`src/rtl/branch_resolve_queue_if.sv`:
```
// Handshake bundle between the branch predictor front end and the branch resolve queue.
// The slave side is the queue; the master side is whoever pushes predictions and resolves branches.
interface branch_resolve_queue_if #(
  parameter int PTR_W = 2,
  parameter int CNT_W = 16
);
  logic             pred_valid;
  logic             pred_bit;
  logic             pred_ready;
  logic             resolve_valid;
  logic             resolve_taken;
  logic             upd_valid;
  logic             upd_taken;
  logic             mispredict;
  logic             resolve_err;
  logic [PTR_W:0]   occupancy;
  logic [CNT_W-1:0] total_cnt;
  logic [CNT_W-1:0] miss_cnt;

  modport master (
    output pred_valid, pred_bit, resolve_valid, resolve_taken,
    input  pred_ready, upd_valid, upd_taken, mispredict, resolve_err,
           occupancy, total_cnt, miss_cnt
  );

  modport slave (
    input  pred_valid, pred_bit, resolve_valid, resolve_taken,
    output pred_ready, upd_valid, upd_taken, mispredict, resolve_err,
           occupancy, total_cnt, miss_cnt
  );
endinterface

```
`src/rtl/branch_resolve_queue.sv`:
```
// In-order queue of predicted branch directions; compares each against its resolved outcome.
// Define BRQ_STATS_EN to build saturating hit/miss statistics counters.
module branch_resolve_queue #(
  parameter int DEPTH = 4,
  parameter int PTR_W = 2,
  parameter int CNT_W = 16
) (
  input  logic                  clk,
  input  logic                  rst,
  input  logic                  flush,
  branch_resolve_queue_if.slave brq
);
  localparam logic [PTR_W:0] FULL_OCC = (PTR_W+1)'(DEPTH);
  localparam logic [PTR_W:0] ONE_OCC  = (PTR_W+1)'(1);
  localparam logic [PTR_W-1:0] ONE_PTR = PTR_W'(1);

  logic [DEPTH-1:0] mem;
  logic [PTR_W-1:0] wptr;
  logic [PTR_W-1:0] rptr;
  logic [PTR_W:0]   occ;
  logic             push;
  logic             pop;
  logic             empty;

  assign empty          = (occ == '0);
  assign brq.pred_ready = (occ != FULL_OCC);
  assign brq.occupancy  = occ;
  // Fullness is judged before any same-cycle pop, so a pop never makes room for a push.
  assign push = brq.pred_valid && brq.pred_ready && !flush;
  assign pop  = brq.resolve_valid && !empty && !flush;

  // Storage needs no reset; only entries between rptr and wptr are ever read.
  always_ff @(posedge clk) begin
    if (!rst && push) mem[wptr] <= brq.pred_bit;
  end

  always_ff @(posedge clk) begin
    if (rst || flush) begin
      wptr            <= '0;
      rptr            <= '0;
      occ             <= '0;
      brq.upd_valid   <= 1'b0;
      brq.mispredict  <= 1'b0;
      brq.resolve_err <= 1'b0;
      if (rst) brq.upd_taken <= 1'b0;
    end else begin
      if (push) wptr <= wptr + ONE_PTR;
      if (pop)  rptr <= rptr + ONE_PTR;
      case ({push, pop})
        2'b10:   occ <= occ + ONE_OCC;
        2'b01:   occ <= occ - ONE_OCC;
        default: occ <= occ;
      endcase
      brq.upd_valid   <= pop;
      brq.mispredict  <= pop && (mem[rptr] != brq.resolve_taken);
      brq.resolve_err <= brq.resolve_valid && empty;
      if (pop) brq.upd_taken <= brq.resolve_taken;
    end
  end

`ifdef BRQ_STATS_EN
  logic [CNT_W-1:0] total_q;
  logic [CNT_W-1:0] miss_q;

  // Flush keeps the statistics; only reset clears them.
  always_ff @(posedge clk) begin
    if (rst) begin
      total_q <= '0;
      miss_q  <= '0;
    end else if (pop) begin
      if (total_q != '1) total_q <= total_q + CNT_W'(1);
      if ((mem[rptr] != brq.resolve_taken) && (miss_q != '1)) miss_q <= miss_q + CNT_W'(1);
    end
  end

  assign brq.total_cnt = total_q;
  assign brq.miss_cnt  = miss_q;
`else
  assign brq.total_cnt = '0;
  assign brq.miss_cnt  = '0;
`endif
endmodule

```
`src/flat_wrapper.sv`:
```
// flat-port wrapper written by rule: the top's interface ports become plain ports
module branch_resolve_queue_flat 
#(
  parameter int DEPTH = 4,
  parameter int PTR_W = 2,
  parameter int CNT_W = 16
)
  (clk, rst, flush, brq_pred_valid, brq_pred_bit, brq_resolve_valid, brq_resolve_taken, brq_pred_ready, brq_upd_valid, brq_upd_taken, brq_mispredict, brq_resolve_err, brq_occupancy, brq_total_cnt, brq_miss_cnt);
  branch_resolve_queue_if #(.PTR_W(PTR_W), .CNT_W(CNT_W)) brq_i ();
  input  logic clk;
  input  logic rst;
  input  logic flush;
  input wire logic [$bits(brq_i.pred_valid)-1:0] brq_pred_valid;
  input wire logic [$bits(brq_i.pred_bit)-1:0] brq_pred_bit;
  input wire logic [$bits(brq_i.resolve_valid)-1:0] brq_resolve_valid;
  input wire logic [$bits(brq_i.resolve_taken)-1:0] brq_resolve_taken;
  output wire logic [$bits(brq_i.pred_ready)-1:0] brq_pred_ready;
  output wire logic [$bits(brq_i.upd_valid)-1:0] brq_upd_valid;
  output wire logic [$bits(brq_i.upd_taken)-1:0] brq_upd_taken;
  output wire logic [$bits(brq_i.mispredict)-1:0] brq_mispredict;
  output wire logic [$bits(brq_i.resolve_err)-1:0] brq_resolve_err;
  output wire logic [$bits(brq_i.occupancy)-1:0] brq_occupancy;
  output wire logic [$bits(brq_i.total_cnt)-1:0] brq_total_cnt;
  output wire logic [$bits(brq_i.miss_cnt)-1:0] brq_miss_cnt;
  assign brq_i.pred_valid = brq_pred_valid;
  assign brq_i.pred_bit = brq_pred_bit;
  assign brq_i.resolve_valid = brq_resolve_valid;
  assign brq_i.resolve_taken = brq_resolve_taken;
  assign brq_pred_ready = brq_i.pred_ready;
  assign brq_upd_valid = brq_i.upd_valid;
  assign brq_upd_taken = brq_i.upd_taken;
  assign brq_mispredict = brq_i.mispredict;
  assign brq_resolve_err = brq_i.resolve_err;
  assign brq_occupancy = brq_i.occupancy;
  assign brq_total_cnt = brq_i.total_cnt;
  assign brq_miss_cnt = brq_i.miss_cnt;
  branch_resolve_queue #(.DEPTH(DEPTH), .PTR_W(PTR_W), .CNT_W(CNT_W)) u_core (.clk(clk), .rst(rst), .flush(flush), .brq(brq_i));
endmodule
```
`config.mk`:
```
export PLATFORM = sky130hd
export DESIGN_NAME = branch_resolve_queue_flat
export DESIGN_NICKNAME = d
export VERILOG_FILES = /design/src/rtl/branch_resolve_queue_if.sv /design/src/rtl/branch_resolve_queue.sv /design/src/flat_wrapper.sv
export SDC_FILE = /design/constraint.sdc
export NUM_CORES = 1
export LEC_CHECK = 0
export ABC_CLOCK_PERIOD_IN_PS = 2300
export CAP_MARGIN = 30
export CORE_MARGIN = 2
export CORE_UTILIZATION = 40
export CTS_BUF_LIST = sky130_fd_sc_hd__clkbuf_16
export DETAILED_ROUTE_END_ITERATION = 16
export PLACE_DENSITY = 0.87
export RECOVER_POWER = 50
export SYNTH_ARGS = -nofsm -noshare
export SYNTH_HDL_FRONTEND = slang
export SYNTH_SLANG_ARGS = --single-unit
```
`constraint.sdc`:
```
create_clock -name clk -period 2.3 [get_ports clk]
set_clock_uncertainty 0.1 [all_clocks]
set_input_delay 0.46 -clock clk [delete_from_list [all_inputs] [get_ports clk]]
set_output_delay 0.46 -clock clk [all_outputs]
set_load 0.01 [all_outputs]
```
==> results by group <==
Detailed routing
  – ANT nets after route: 0
  – Routed via count: 651
  – Residual DRC: 0
  – Iteration-0 DRC Markers: 11
  – Vias per cell: 4.227
  – Final wirelength: around 1500 µm
  – First-pass DRT Iterations: 4
  – Wire per inst: 9.812 µm

Synthesis
  – Largest family of logic cells by synthesized area: buffers and inverters
  – Synth Flop Type: dfxtp_1
  – Area share of xor/xnor cells in the synthesized design: 2.731%
  – Compound-Gate Fraction of Synth Area: 5.982%
  – Adder-Cell Fraction of Synth Area: between 8 and 9%
  – Post-synth EDFFs: 5
  – Register bit total from synthesis: 15
  – Mux contribution to synthesized area: 2.341%
  – Post-synth cell types: 26
  – Asr flop ratio synth: 0%
  – Biggest area consumer among synthesized cells: buf_4
  – Syn. warnings: 0
  – Syn avg cell area: just over 9 µm²
  – Seq/Total Area, Yosys: 36.41%
  – Synth top area cells: buf_4 (25%), dfxtp_1 (21%), edfxtp_1 (16%)
  – Mapped Cells: 104
  – Area share of the largest cell type after synthesis: 24.97%
  – Synth Cell Area: about 960 µm²
  – Simple-gate portion of the synthesized area: 15.08%

GRT
  – Initial antenna violation count: 0
  – GRT Overall Usage: 12.33%
  – First-pass GRT wire length: 2421 µm
  – Vias in the first global route: 587
  – Largest net degree at the start of global routing: 9
  – Gr ovfl total: 0

STA
  – RSZ-0062 raised after global routing: no
  – Relative slew slack: 65.46%
  – Final setup violating endpoints: 0
  – Period utilization: 93.41%
  – Fmax: 465.4 MHz
  – Final hold violations: 0
  – Slew Viols, Final: 0
  – Crit path time final: 2148 ps
  – Slew @ Worst Pin: around 500 ps

Outcome
  – Status: complete, no violations

Place
  – Hpwl dp: around 1200 µm
  – Final weighted congestion in routability-driven placement: 0.7257
  – Placed insts: 150
  – DP Area: 1055 µm²
  – PortBufs: 14

Floorplan
  – Die Width: 53.05 µm
  – Starting density of the core: 43.08%
  – Placement row count: 17
  – DIE AREA: 2814 µm²
  – Die height: 53.05 µm
  – Ports: 47
  – Core area: 2233 µm²

Critical path
  – Slowest CP cell: clkdlybuf4s50_1
  – WP data arrival: 1590 ps
  – Crit path max fanout: 5
  – Startpoint type of the worst setup path: register
  – R2r setup slk: 190 ps
  – Worst-path cell chain: nor3b_1 -> buf_4 -> inv_1 -> clkdlybuf4s50_1
  – Reg-to-reg critical path endpoint: u_core.brq.occupancy[2]
  – CP Class: register to primary output
  – Worst endpoint required time: 1740 ps
  – Crit-path max cell delay: 470 ps
  – Worst path bufs/invs: 3
  – CP endpoint kind: primary output
  – R2r startpoint: u_core.brq.occupancy[2]
  – Delay-heaviest family, CP: buffers and inverters
  – Reg2reg path depth: 8

Power and ir drop
  – Max IR drop VDD: 0.0003801 V
  – Cell Pwr Density: approximately 590 nW/µm²
  – Total power: 0.6864 mW
  – Lkg Pwr: 0.5151 nW

CTS
  – H-tree lvl count: 1
  – TritonCTS Buffers: 3
  – Clock-pin slew on the worst setup and hold paths: 40 ps
  – TritonCTS sink count: 15
  – CTS tree: yes
  – Skew-Pair Late Insertion Delay: 240 ps
  – Clock tree buffer depth: 2
  – Root Buffer: clkbuf_16

Worst hold path
  – Worst hold path type: register to register
  – Hold_sp: u_core.rptr[1]
  – Hold path depth: 2
  – Worst hold endpoint: u_core.rptr[1]

Job
  – Max cap viols: 0

Final layout
  – Fraction of layout cells with a size suffix above 1: 13.49%
  – Final Cell Area: 1161 µm²
  – Final std cells w/o fill: 154
  – P&R area growth vs syn: 20.68%
  – Nets: between 100 and 150
  – Post-layout util: between 50% and 60%
  – ANT cells: 0
-- Yosys cell counts (2+ instances only) --
cell type	count
a21oi_1	6
and3_1	5
buf_4	32
dfxtp_1	10
edfxtp_1	5
ha_1	5
inv_1	8
nand3_1	2
nor2_1	7
o21ai_0	4
or2_2	2
or3_1	3
xor2_1	2
-- metrics by stage --
stage	setup TNS (ps)	setup WS, ps	hold slack, ps
2_1_floorplan	0	73.56	356.9
3_3_place_gp	-374.3	-234.0	376.9
3_5_place_dp	-520.3	-374.5	388.4
4_1_cts	0	3.574	398.2
5_1_grt	0	32.58	430.1
6_report	0	151.5	407.9
-- flip-flops by register name (all words and copies together), names as in the netlist --
name,count
u_core.brq.mispredict,1
u_core.brq.occupancy,3
u_core.brq.resolve_err,1
u_core.brq.upd_taken,1
u_core.brq.upd_valid,1
u_core.mem,4
u_core.rptr,2
u_core.wptr,2
-- tightest hold or removal path, cell delays in order, from the launching register on --
cell and delay, ps:
dfxtp_1 330, o31ai_1 70, a21oi_1 60
-- power by group --
part | switching (mW) | internal, mW | leakage [nW]
logic | 0.0505 | 0.0293 | 0.345
clock network | 0.0941 | 0.229 | 0.0423
registers | 0.00357 | 0.280 | 0.127
total | 0.148 | 0.538 | 0.515
-- worst max-delay path by stage --
stage | startpoint | cells after the start | end
2_1_floorplan | u_core.brq.occupancy[2] | 8 | u_core.brq.occupancy[2]
3_3_place_gp | brq_resolve_valid | 9 | u_core.brq.occupancy[2]
3_5_place_dp | flush | 9 | u_core.brq.occupancy[2]
4_1_cts | flush | 9 | u_core.brq.occupancy[2]
5_1_grt | u_core.brq.occupancy[2] | 4 | brq_pred_ready
6_report | u_core.brq.occupancy[2] | 4 | brq_pred_ready
-- routing by layer --
metal | share of wire, % | GRT usage [%] | up-vias
li1 | - | - | 320
met1 | 35 | 10.90 | 296
met2 | 54 | 23.96 | 32
met3 | 8.7 | 3.390 | 3
met4 | 1.9 | 7.692 | 0
met5 | 0 | 0 | -
-- kinds of logic (layout without fill, tap and decap cells) --
kind of cell,after synthesis,count (layout)
xor+xnor,3,3
flops,15,15
mux,1,1
compound gates,11,11
other cells,1,32
simple gates,26,26
fa+ha+maj,6,6
buf+inv,41,32
-- cell usage in the layout, fill, tap and decap left out, types with 2 or more instances in the layout --
master	Yosys	layout
a21oi_1	6	5
and3_1	5	5
buf_4	32	6
clkbuf_16	0	3
clkdlybuf4s50_1	0	9
conb_1	1	32
dfxtp_1	10	10
dlygate4sd3_1	0	2
dlymetal6s2s_1	0	2
edfxtp_1	5	5
ha_1	5	4
inv_1	8	9
nand3_1	2	2
nor2_1	7	6
o21ai_0	4	4
or3_1	3	3
xor2_1	2	2
-- area by class of cell --
type	count	area (µm²)
clock buffers	3	75.07
clock inverters	1	3.754
fillers	214	1072
inverters	8	30.03
multi-input cells	79	478.0
flip-flops and latches	15	350.3
well taps	28	35.03
repair buffers	20	188.9
-- what timing repair did --
item                       in CTS  in global routing
gates cloned                    0                  0
buffers inserted                0                  0
pin swaps                       1                  0
resized for setup               5                  4
hold endpoints to repair        0                  0
hold buffers                    0                  0
setup endpoints to repair       1                  1
Note: power is estimated with default switching activity, not from simulation.
